## src/rtl/mips_cpu.sv

```systemverilog
// mips_cpu: 5-stage in-order MIPS-subset pipeline (IF ID EX MEM WB) with branches resolved in ID.
// Macro MIPS_CPU_FORWARD_EN enables EX/ID forwarding; without it, consumers stall until the producer reaches WB.
module mips_cpu #(
  parameter int WIDTH = 32
) (
  input  logic             clk_i,
  input  logic             rst_i,
  input  logic [WIDTH-1:0] ins_i,
  input  logic [WIDTH-1:0] data_from_mem_i,
  output logic [WIDTH-1:0] pc_o,
  output logic [1:0]       MEM_ctrl_o,
  output logic [WIDTH-1:0] mem_write_addr_o,
  output logic [WIDTH-1:0] mem_write_data_o
);

  localparam logic [5:0] OP_R    = 6'h00;
  localparam logic [5:0] OP_J    = 6'h02;
  localparam logic [5:0] OP_BEQ  = 6'h04;
  localparam logic [5:0] OP_ADDI = 6'h08;
  localparam logic [5:0] OP_LW   = 6'h23;
  localparam logic [5:0] OP_SW   = 6'h2B;

  localparam logic [5:0] FN_ADD  = 6'h20;
  localparam logic [5:0] FN_SUB  = 6'h22;
  localparam logic [5:0] FN_AND  = 6'h24;
  localparam logic [5:0] FN_OR   = 6'h25;
  localparam logic [5:0] FN_SLT  = 6'h2A;

  typedef enum logic [2:0] {
    ALU_ADD = 3'd0,
    ALU_SUB = 3'd1,
    ALU_AND = 3'd2,
    ALU_OR  = 3'd3,
    ALU_SLT = 3'd4
  } alu_op_t;

  typedef struct packed {
    logic    reg_write;
    logic    mem_read;
    logic    mem_write;
    logic    alu_imm;
    alu_op_t alu_op;
  } ctrl_t;

  typedef struct packed {
    ctrl_t            ctrl;
`ifdef MIPS_CPU_FORWARD_EN
    logic [4:0]       rs;
    logic [4:0]       rt;
`endif
    logic [4:0]       dest;
    logic [WIDTH-1:0] rs_val;
    logic [WIDTH-1:0] rt_val;
    logic [WIDTH-1:0] imm;
  } idex_t;

  typedef struct packed {
    logic             reg_write;
    logic             mem_read;
    logic             mem_write;
    logic [4:0]       dest;
    logic [WIDTH-1:0] alu;
    logic [WIDTH-1:0] st_data;
  } exmem_t;

  typedef struct packed {
    logic             reg_write;
    logic             mem_read;
    logic [4:0]       dest;
    logic [WIDTH-1:0] alu;
    logic [WIDTH-1:0] load;
  } memwb_t;

  logic [WIDTH-1:0] pc;
  logic [WIDTH-1:0] ifid_ins;
  logic [WIDTH-1:0] ifid_pc4;
  idex_t            idex;
  exmem_t           exmem;
  memwb_t           memwb;
  logic [WIDTH-1:0] regs [32];

  // ---------------- ID: decode ----------------
  logic [5:0]       op;
  logic [5:0]       funct;
  logic [4:0]       rs;
  logic [4:0]       rt;
  logic [4:0]       rd;
  logic [4:0]       shamt;
  logic [WIDTH-1:0] imm_ext;

  assign op      = ifid_ins[31:26];
  assign rs      = ifid_ins[25:21];
  assign rt      = ifid_ins[20:16];
  assign rd      = ifid_ins[15:11];
  assign shamt   = ifid_ins[10:6];
  assign funct   = ifid_ins[5:0];
  assign imm_ext = {{(WIDTH-16){ifid_ins[15]}}, ifid_ins[15:0]};

  ctrl_t      id_ctrl;
  logic [4:0] id_dest;
  logic       use_rs;
  logic       use_rt;
  logic       is_beq;
  logic       is_j;

  // R-type encodings with a non-zero shamt are reserved and fall through as NOPs
  always_comb begin
    id_ctrl = '0;
    id_dest = rt;
    use_rs  = 1'b0;
    use_rt  = 1'b0;
    is_beq  = 1'b0;
    is_j    = 1'b0;
    case (op)
      OP_R: begin
        id_dest = rd;
        if (shamt == 5'd0) begin
          case (funct)
            FN_ADD:  id_ctrl.alu_op = ALU_ADD;
            FN_SUB:  id_ctrl.alu_op = ALU_SUB;
            FN_AND:  id_ctrl.alu_op = ALU_AND;
            FN_OR:   id_ctrl.alu_op = ALU_OR;
            FN_SLT:  id_ctrl.alu_op = ALU_SLT;
            default: id_ctrl.alu_op = ALU_ADD;
          endcase
          if (funct == FN_ADD || funct == FN_SUB || funct == FN_AND ||
              funct == FN_OR  || funct == FN_SLT) begin
            id_ctrl.reg_write = 1'b1;
            use_rs            = 1'b1;
            use_rt            = 1'b1;
          end
        end
      end
      OP_ADDI: begin
        id_ctrl.reg_write = 1'b1;
        id_ctrl.alu_imm   = 1'b1;
        use_rs            = 1'b1;
      end
      OP_LW: begin
        id_ctrl.reg_write = 1'b1;
        id_ctrl.mem_read  = 1'b1;
        id_ctrl.alu_imm   = 1'b1;
        use_rs            = 1'b1;
      end
      OP_SW: begin
        id_ctrl.mem_write = 1'b1;
        id_ctrl.alu_imm   = 1'b1;
        use_rs            = 1'b1;
        use_rt            = 1'b1;
      end
      OP_BEQ: begin
        is_beq = 1'b1;
        use_rs = 1'b1;
        use_rt = 1'b1;
      end
      OP_J:    is_j = 1'b1;
      default: ;
    endcase
  end

  // ---------------- ID: register read with WB write-through ----------------
  logic             wb_we;
  logic [WIDTH-1:0] wb_val;
  logic [WIDTH-1:0] rf_rs;
  logic [WIDTH-1:0] rf_rt;

  assign wb_we  = memwb.reg_write && (memwb.dest != 5'd0);
  assign wb_val = memwb.mem_read ? memwb.load : memwb.alu;
  assign rf_rs  = (wb_we && memwb.dest == rs) ? wb_val : regs[rs];
  assign rf_rt  = (wb_we && memwb.dest == rt) ? wb_val : regs[rt];

  // ---------------- ID: hazard detection ----------------
  logic ex_hit_rs;
  logic ex_hit_rt;
  logic mem_hit_rs;
  logic mem_hit_rt;
  logic stall;

  assign ex_hit_rs  = idex.ctrl.reg_write && idex.dest != 5'd0 && use_rs && idex.dest == rs;
  assign ex_hit_rt  = idex.ctrl.reg_write && idex.dest != 5'd0 && use_rt && idex.dest == rt;
  assign mem_hit_rs = exmem.reg_write && exmem.dest != 5'd0 && use_rs && exmem.dest == rs;
  assign mem_hit_rt = exmem.reg_write && exmem.dest != 5'd0 && use_rt && exmem.dest == rt;

`ifdef MIPS_CPU_FORWARD_EN
  // Load-use, branch on an EX producer, and branch on a load still in MEM
  assign stall = (idex.ctrl.mem_read && (ex_hit_rs || ex_hit_rt)) ||
                 (is_beq && (ex_hit_rs || ex_hit_rt)) ||
                 (is_beq && exmem.mem_read && (mem_hit_rs || mem_hit_rt));
`else
  assign stall = ex_hit_rs || ex_hit_rt || mem_hit_rs || mem_hit_rt;
`endif

  // ---------------- ID: branch resolution ----------------
  logic [WIDTH-1:0] cmp_a;
  logic [WIDTH-1:0] cmp_b;
  logic             take;
  logic [WIDTH-1:0] target;

`ifdef MIPS_CPU_FORWARD_EN
  assign cmp_a = mem_hit_rs ? exmem.alu : rf_rs;
  assign cmp_b = mem_hit_rt ? exmem.alu : rf_rt;
`else
  assign cmp_a = rf_rs;
  assign cmp_b = rf_rt;
`endif

  assign take   = !stall && (is_j || (is_beq && cmp_a == cmp_b));
  assign target = is_j ? {ifid_pc4[WIDTH-1:28], ifid_ins[25:0], 2'b00}
                       : ifid_pc4 + (imm_ext << 2);

  idex_t id_next;

  always_comb begin
    id_next        = '0;
    id_next.ctrl   = id_ctrl;
`ifdef MIPS_CPU_FORWARD_EN
    id_next.rs     = rs;
    id_next.rt     = rt;
`endif
    id_next.dest   = id_dest;
    id_next.rs_val = rf_rs;
    id_next.rt_val = rf_rt;
    id_next.imm    = imm_ext;
  end

  // ---------------- EX: operand forwarding and ALU ----------------
  logic [WIDTH-1:0] fwd_a;
  logic [WIDTH-1:0] fwd_b;
  logic [WIDTH-1:0] alu_b;
  logic [WIDTH-1:0] alu_res;

`ifdef MIPS_CPU_FORWARD_EN
  always_comb begin
    fwd_a = idex.rs_val;
    fwd_b = idex.rt_val;
    if (exmem.reg_write && exmem.dest != 5'd0 && exmem.dest == idex.rs)
      fwd_a = exmem.alu;
    else if (wb_we && memwb.dest == idex.rs)
      fwd_a = wb_val;
    if (exmem.reg_write && exmem.dest != 5'd0 && exmem.dest == idex.rt)
      fwd_b = exmem.alu;
    else if (wb_we && memwb.dest == idex.rt)
      fwd_b = wb_val;
  end
`else
  assign fwd_a = idex.rs_val;
  assign fwd_b = idex.rt_val;
`endif

  always_comb begin
    alu_b   = idex.ctrl.alu_imm ? idex.imm : fwd_b;
    alu_res = fwd_a + alu_b;
    case (idex.ctrl.alu_op)
      ALU_SUB: alu_res = fwd_a - alu_b;
      ALU_AND: alu_res = fwd_a & alu_b;
      ALU_OR:  alu_res = fwd_a | alu_b;
      ALU_SLT: alu_res = {{(WIDTH-1){1'b0}}, ($signed(fwd_a) < $signed(alu_b))};
      default: alu_res = fwd_a + alu_b;
    endcase
  end

  // ---------------- pipeline registers ----------------
  always_ff @(posedge clk_i or posedge rst_i) begin
    if (rst_i) begin
      pc       <= '0;
      ifid_ins <= '0;
      ifid_pc4 <= '0;
      idex     <= '0;
      exmem    <= '0;
      memwb    <= '0;
    end else begin
      // A stall freezes PC and IF/ID and suppresses any redirect this cycle
      if (!stall) begin
        pc       <= take ? target : pc + WIDTH'(4);
        ifid_ins <= take ? '0 : ins_i;
        ifid_pc4 <= pc + WIDTH'(4);
      end
      idex <= stall ? '0 : id_next;

      exmem.reg_write <= idex.ctrl.reg_write;
      exmem.mem_read  <= idex.ctrl.mem_read;
      exmem.mem_write <= idex.ctrl.mem_write;
      exmem.dest      <= idex.dest;
      exmem.alu       <= alu_res;
      exmem.st_data   <= fwd_b;

      memwb.reg_write <= exmem.reg_write;
      memwb.mem_read  <= exmem.mem_read;
      memwb.dest      <= exmem.dest;
      memwb.alu       <= exmem.alu;
      memwb.load      <= data_from_mem_i;
    end
  end

  always_ff @(posedge clk_i or posedge rst_i) begin
    if (rst_i) begin
      for (int i = 0; i < 32; i++) regs[i] <= '0;
    end else if (wb_we) begin
      regs[memwb.dest] <= wb_val;
    end
  end

  assign pc_o             = pc;
  assign MEM_ctrl_o       = {exmem.mem_write, exmem.mem_read};
  assign mem_write_addr_o = exmem.alu;
  assign mem_write_data_o = exmem.st_data;

endmodule

```

## config.mk

```make
export PLATFORM = sky130hd
export DESIGN_NAME = mips_cpu
export DESIGN_NICKNAME = d
export VERILOG_FILES = /design/src/rtl/mips_cpu.sv
export SDC_FILE = /design/constraint.sdc
export NUM_CORES = 2
export LEC_CHECK = 0
export CORE_ASPECT_RATIO = 1.1
export CORE_MARGIN = 2
export CORE_UTILIZATION = 30
export DETAILED_ROUTE_END_ITERATION = 16
export GPL_ROUTABILITY_DRIVEN = 0
export SETUP_SLACK_MARGIN = 0.5
export SLEW_MARGIN = 10
export SYNTH_ARGS = -nofsm -noshare
export SYNTH_HDL_FRONTEND = slang
export SYNTH_SLANG_ARGS = --single-unit
```

## constraint.sdc

```tcl
create_clock -name clk_i -period 52.5 [get_ports clk_i]
set_input_delay 10.5 -clock clk_i [delete_from_list [all_inputs] [get_ports clk_i]]
set_output_delay 10.5 -clock clk_i [all_outputs]
set_load 0.1 [all_outputs]
```

### Yosys cells after proc, flatten, opt, wreduce, memory -nomap -nowiden

Cells that the tools add are included.

* memory bits (read-only): 0
* input bits: 66
* memory bits (writable): 0
* memories: 0
* word-level logic and storage cells: 156
* output and inout bits: 98
* register bits after elaboration: 1371
* latch bits: 0

* shifts and indexed selects: 0
* magnitude comparators: 5
* $mul: 0
* add/sub/neg operators: 4
* reduce and logical (&&, ||, !) cells: 34
* divide/modulo/power cells: 0
* bitwise logic cells: 5
* equality and inequality tests: 21
* muxes and demuxes: 32

Operators with widths (count)
* bitwise mux 1024 bit: 1
* two-way mux 32 bit: 12
* binary-select mux 32 bit (select 5 bit): 2
* demux 32 bit (select 5 bit): 1
* one-hot mux 32 bit (4 select lines): 1
* two-way mux 108 bit: 1
* adder 32 bit: 2
* equality test 6 bit, second input constant: 7
* adder 32 x 3 -> 32 bit, second input constant: 1
* bitwise AND 32 bit: 1
* equality test 32 bit: 1
* < comparator 32 bit: 1
* OR 32 bit: 1
* subtractor 32 bit: 1
* equality test 5 bit: 6
* >= comparator 6 bit, second input constant: 3
* NOT 5 -> 6 bit: 3
* logical AND 1 bit: 16
* nonzero test 5 bit: 3
* one-hot mux 3 bit (4 select lines): 1
* logical OR 1 bit: 8
* two-way mux 1 bit: 7
* equality test 3 x 2 -> 1 bit, second input constant: 2
* equality test 6 x 2 -> 1 bit, second input constant: 1
* 14 further kinds: 18

### Depth between registers and ports, before layout

* word-level depth: 16
* gate-level depth with buffers: 19
* depth with buffers taken out: 16

### Worst setup path after synthesis

Ideal clock, no wire load.

* path kind: reg2out
* start point: register pc[21] (netlist: pc_o[21])
* end point: output port pc_o[21]
* arrival: 0.987 ns
* stages on the path, launching flop included: 1
* path slack: 41.013 ns
* data required time: 42.000 ns
* buffers on the path: 0
* path through: dfrtp_1

RTL lines
* start, declared: RTL line 74 `logic [WIDTH-1:0] pc;`
* start signal, assigned: RTL line 274 `pc <= take ? target : pc + WIDTH'(4);`
* end, declared: RTL line 10 `output logic [WIDTH-1:0] pc_o,`

No word-level cell between the ends.

==> flow_summary_export.csv <==
group,metric,value,unit
detailed_routing,dr.pass1.iters,8,
clock_network,post_cts_buffers,0,
clock_network,clk_pin_slew,0.06,ns
clock_network,cts_made_buffers,135,
min_path,hold_path.class,"register to register",
worst_setup_path,r2r-end,"pc_o[0]$_DFFE_PP0P_",
finish,nFillCells,24000,
global_routing,grt_pass1_vias,56100,
power_and_ir_drop,p_clk_frac,0.357,
synth,ys_seq_area_frac,0.466,
placed_design,dp.cells,9864,
synth,ys_seq_elements,1355,
synth,synth_area_leaders,"dfrtp_1 (47%), mux4_2 (10%), mux2i_1 (7.7%)",
worst_setup_path,worstSetupStartpoint,"rst_i",
synth,synth_top_cells_by_count,"dfrtp_1 (1,355), nand2_1 (742), o21ai_0 (707), nor2_1 (696), a21oi_1 (643)",
placed_design,portBuffers,163,
finish,nets,7064,
worst_setup_path,critical_path_class,"input port to asynchronous set/reset pin",
synth,synth_top_area_frac,0.466,
worst_setup_path,path_buf_inv,8,
power_and_ir_drop,seq_power_share,0.410,
finish,multi_input_area,0.0356,mm²
synth,synth_top_area_cell,"dfrtp_1",
clock_network,cts.sinks,1355,
global_routing,grt_pass1_wl,370000,µm
job,maxCapViolCount,0,
finish,layout-drive-gt1-share,0.119,
sta,min_period_over_period,0.298,
synth,synth_edf_count,0,
sta,hold_viol,0,
sta,rsz0062_at_grt,"no",
worst_setup_path,r2r_cells,15,
floorplan,coreArea,0.241,mm²
global_routing,grt_max_degree,178,
detailed_routing,finalWirelength,249000,µm
clock_network,ctsHoldBuffers,0,
power_and_ir_drop,comb_power_share,0.233,
detailed_routing,ant_nets,0,
clock_network,clk_latency,0.82,ns
worst_setup_path,cp.arrival,16.47,ns
detailed_routing,drc,0,
detailed_routing,drtIter0Drc,5920,
sta,worstMarginPinSlew,1.27,ns
global_routing,antenna_found_initial,5,
synth,ys_async_sr_fraction,1.00,
synth,syn_area,0.0728,mm²
worst_setup_path,critPathMaxFanout,117,
worst_setup_path,cpMaxStageDelayCell,"buf_4",
floorplan,fp.dieH,521,µm
floorplan,start_util,0.302,
sta,maxSlewViolCount,0,
power_and_ir_drop,power_density,35.5,mW/mm²
power_and_ir_drop,power_leakage,35.5,nW
sta,setup_viol,0,
floorplan,fp-row-count,189,
synth,yosysWarnings,0,
worst_setup_path,r2r_slack,43.93,ns
synth,yosys.cell_count.top_type,"dfrtp_1",
min_path,hold_path_end,"MEM_ctrl_o[1]$_DFF_PP0_",
sta,maxSlewHeadroom,0.146,
floorplan,ios,164,
clock_network,htreeDepth,4,
worst_setup_path,crit_path_max_incr_delay,0.89,ns
finish,regArea,0.0339,mm²
detailed_routing,wl_per_cell,24.6,µm
synth,synth_area_per_cell,10.3,µm²
worst_setup_path,cp_cell_sequence,"clkdlybuf4s50_1 > inv_8 > buf_4 > buf_4 > buf_4 > buf_4 > buf_4 > buf_4",
synth,synth.distinct_cells,83,
worst_setup_path,crit_family,"buffers and inverters",
synth,syn_inst,7096,
worst_setup_path,critPathLaunchType,"input port",
finish,syn_to_final_growth,11.9,%
sta,fmax,0.0640,GHz
floorplan,die-area,0.247,mm²
min_path,hp-start,"idex[105]$_DFF_PP0_",
worst_setup_path,reg2reg_from,"ifid_ins[21]$_DFFE_PP0N_",
power_and_ir_drop,internal_power,1.92,mW
placed_design,dp_hpwl,152000,µm
clock_network,cts_buffer_depth,3,
finish,final_core_util,0.338,
power_and_ir_drop,swShare,0.336,
min_path,worstHoldPathCells,0,
clock_network,ctsResizeCount,0,
sta,skew,0.0458,ns
detailed_routing,avgViaCountPerCell,5.60,
clock_network,cts_tree,"done",
floorplan,die_x,474,µm
worst_setup_path,end_kind,"asynchronous set/reset pin",
global_routing,grt_usage,0.198,
sta,min_period,15.64,ns
global_routing,grt-ovfl-total,0,
worst_setup_path,crit_required,53.33,ns
power_and_ir_drop,ir_drop,24.9,µV
worst_setup_path,critical-path-top-cell-by-count,"buf_4",
synth,synth-main-ff-cell,"dfrtp_1",
clock_network,cts_root_buf,"clkbuf_16",
finish,fin_cells,10100,
power_and_ir_drop,switching_power,0.972,mW
synth,syn_nets,7309,
detailed_routing,num_vias,56600,
status,outcome,"finished, final reports clean",
sta,tns,0,ns
logic make-up after synthesis:
| family | after synthesis | synth area share |
|---|---|---|
| AO/OA/AOI/OAI | 1938 | 0.155 |
| AND/OR/NAND/NOR | 1794 | 0.105 |
| flip-flops | 1355 | 0.466 |
| multiplexers | 899 | 0.180 |
| buffers and inverters | 812 | 0.0511 |
| XOR/XNOR | 150 | 0.0181 |
| adder cells (fa/ha/maj) | 148 | 0.0257 |
cells in the final DEF (no fill, tap or decap), drive strengths merged, types with 24 or more instances in the layout:
master         Yosys  layout
nor2             696     696
o21ai            719     719
a22oi            259     259
nand4             27      27
buf              239     151
a22o              41      41
xor2              42      42
xnor2            108     108
a31oi             44      44
a21o              24      24
nand2            742     742
nor4              32      32
o22ai             43      43
nand3             54      54
mux2i            563     563
dfrtp           1355    1355
clkinv             2      24
clkbuf           457     190
a21oi            643     643
nand2b            30      30
nor3              40      40
ha               144     144
nor2b             29      29
mux4             324     324
and3              53      53
clkdlybuf4s50      0     163
inv              114     122
metrics by stage:
step	worst slack [ns]	total power [mW]	area (µm²)	hold slack, ns
5_1_grt	35.97	3.00	81400	0.365
3_5_place_dp	35.73	1.87	76700	0.341
2_1_floorplan	3.80	1.67	72800	0.331
6_report	36.86	2.89	81400	0.352
4_1_cts	36.60	2.90	81400	0.355
3_3_place_gp	35.86	1.85	76700	0.354
metal layers:
metal / vias up / part of all wire / global-route usage
met2: 2653 / 0.47 / 0.319
met1: 28500 / 0.39 / 0.250
met5: - / 0.000052 / 0
li1: 24800 / - / -
met4: 2 / 0.060 / 0.111
met3: 702 / 0.080 / 0.0375
area by class of cell:
class	instances	area share
Sequential cell	1355	0.417
Clock buffer	190	0.0490
Clock inverter	52	0.00839
Inverter	116	0.00544
Timing Repair Buffer	314	0.0347
Multi-Input combinational cell	4929	0.437
Tap cell	3151	0.0484
Antenna cell	2	0.0000615
registers in the layout, indices dropped and copies added, names as in the netlist:
name / count
idex: 28
regs: 1024
pc_o: 32
exmem: 6
fwd_b: 32
memwb: 71
mem_write_data_o: 32
mem_write_addr_o: 32
MEM_ctrl_o: 2
ifid_ins: 32
ifid_pc4: 32
fwd_a: 32
how the worst max path moves through the flow:
stage,slack (ns),end,cells past startpoint
4_1_cts,36.60,pc_o[12]$_DFFE_PP0N_,8
2_1_floorplan,3.80,MEM_ctrl_o[0]$_DFF_PP0_,1
6_report,36.86,regs[676]$_DFFE_PP0P_,8
5_1_grt,35.97,pc_o[12]$_DFFE_PP0N_,8
3_5_place_dp,35.73,pc_o[15]$_DFFE_PP0N_,8
3_3_place_gp,35.86,pc_o[15]$_DFFE_PP0N_,8
power by group through the flow:
stage	clock network [mW]	registers [mW]	logic [mW]
floorplan	0	1.22	0.453
global placement	0	1.20	0.654
detailed placement	0	1.20	0.663
CTS	1.05	1.18	0.666
global route	1.09	1.19	0.717
finish	1.03	1.18	0.675
No activity file was read; power rests on OpenSTA's default activity.
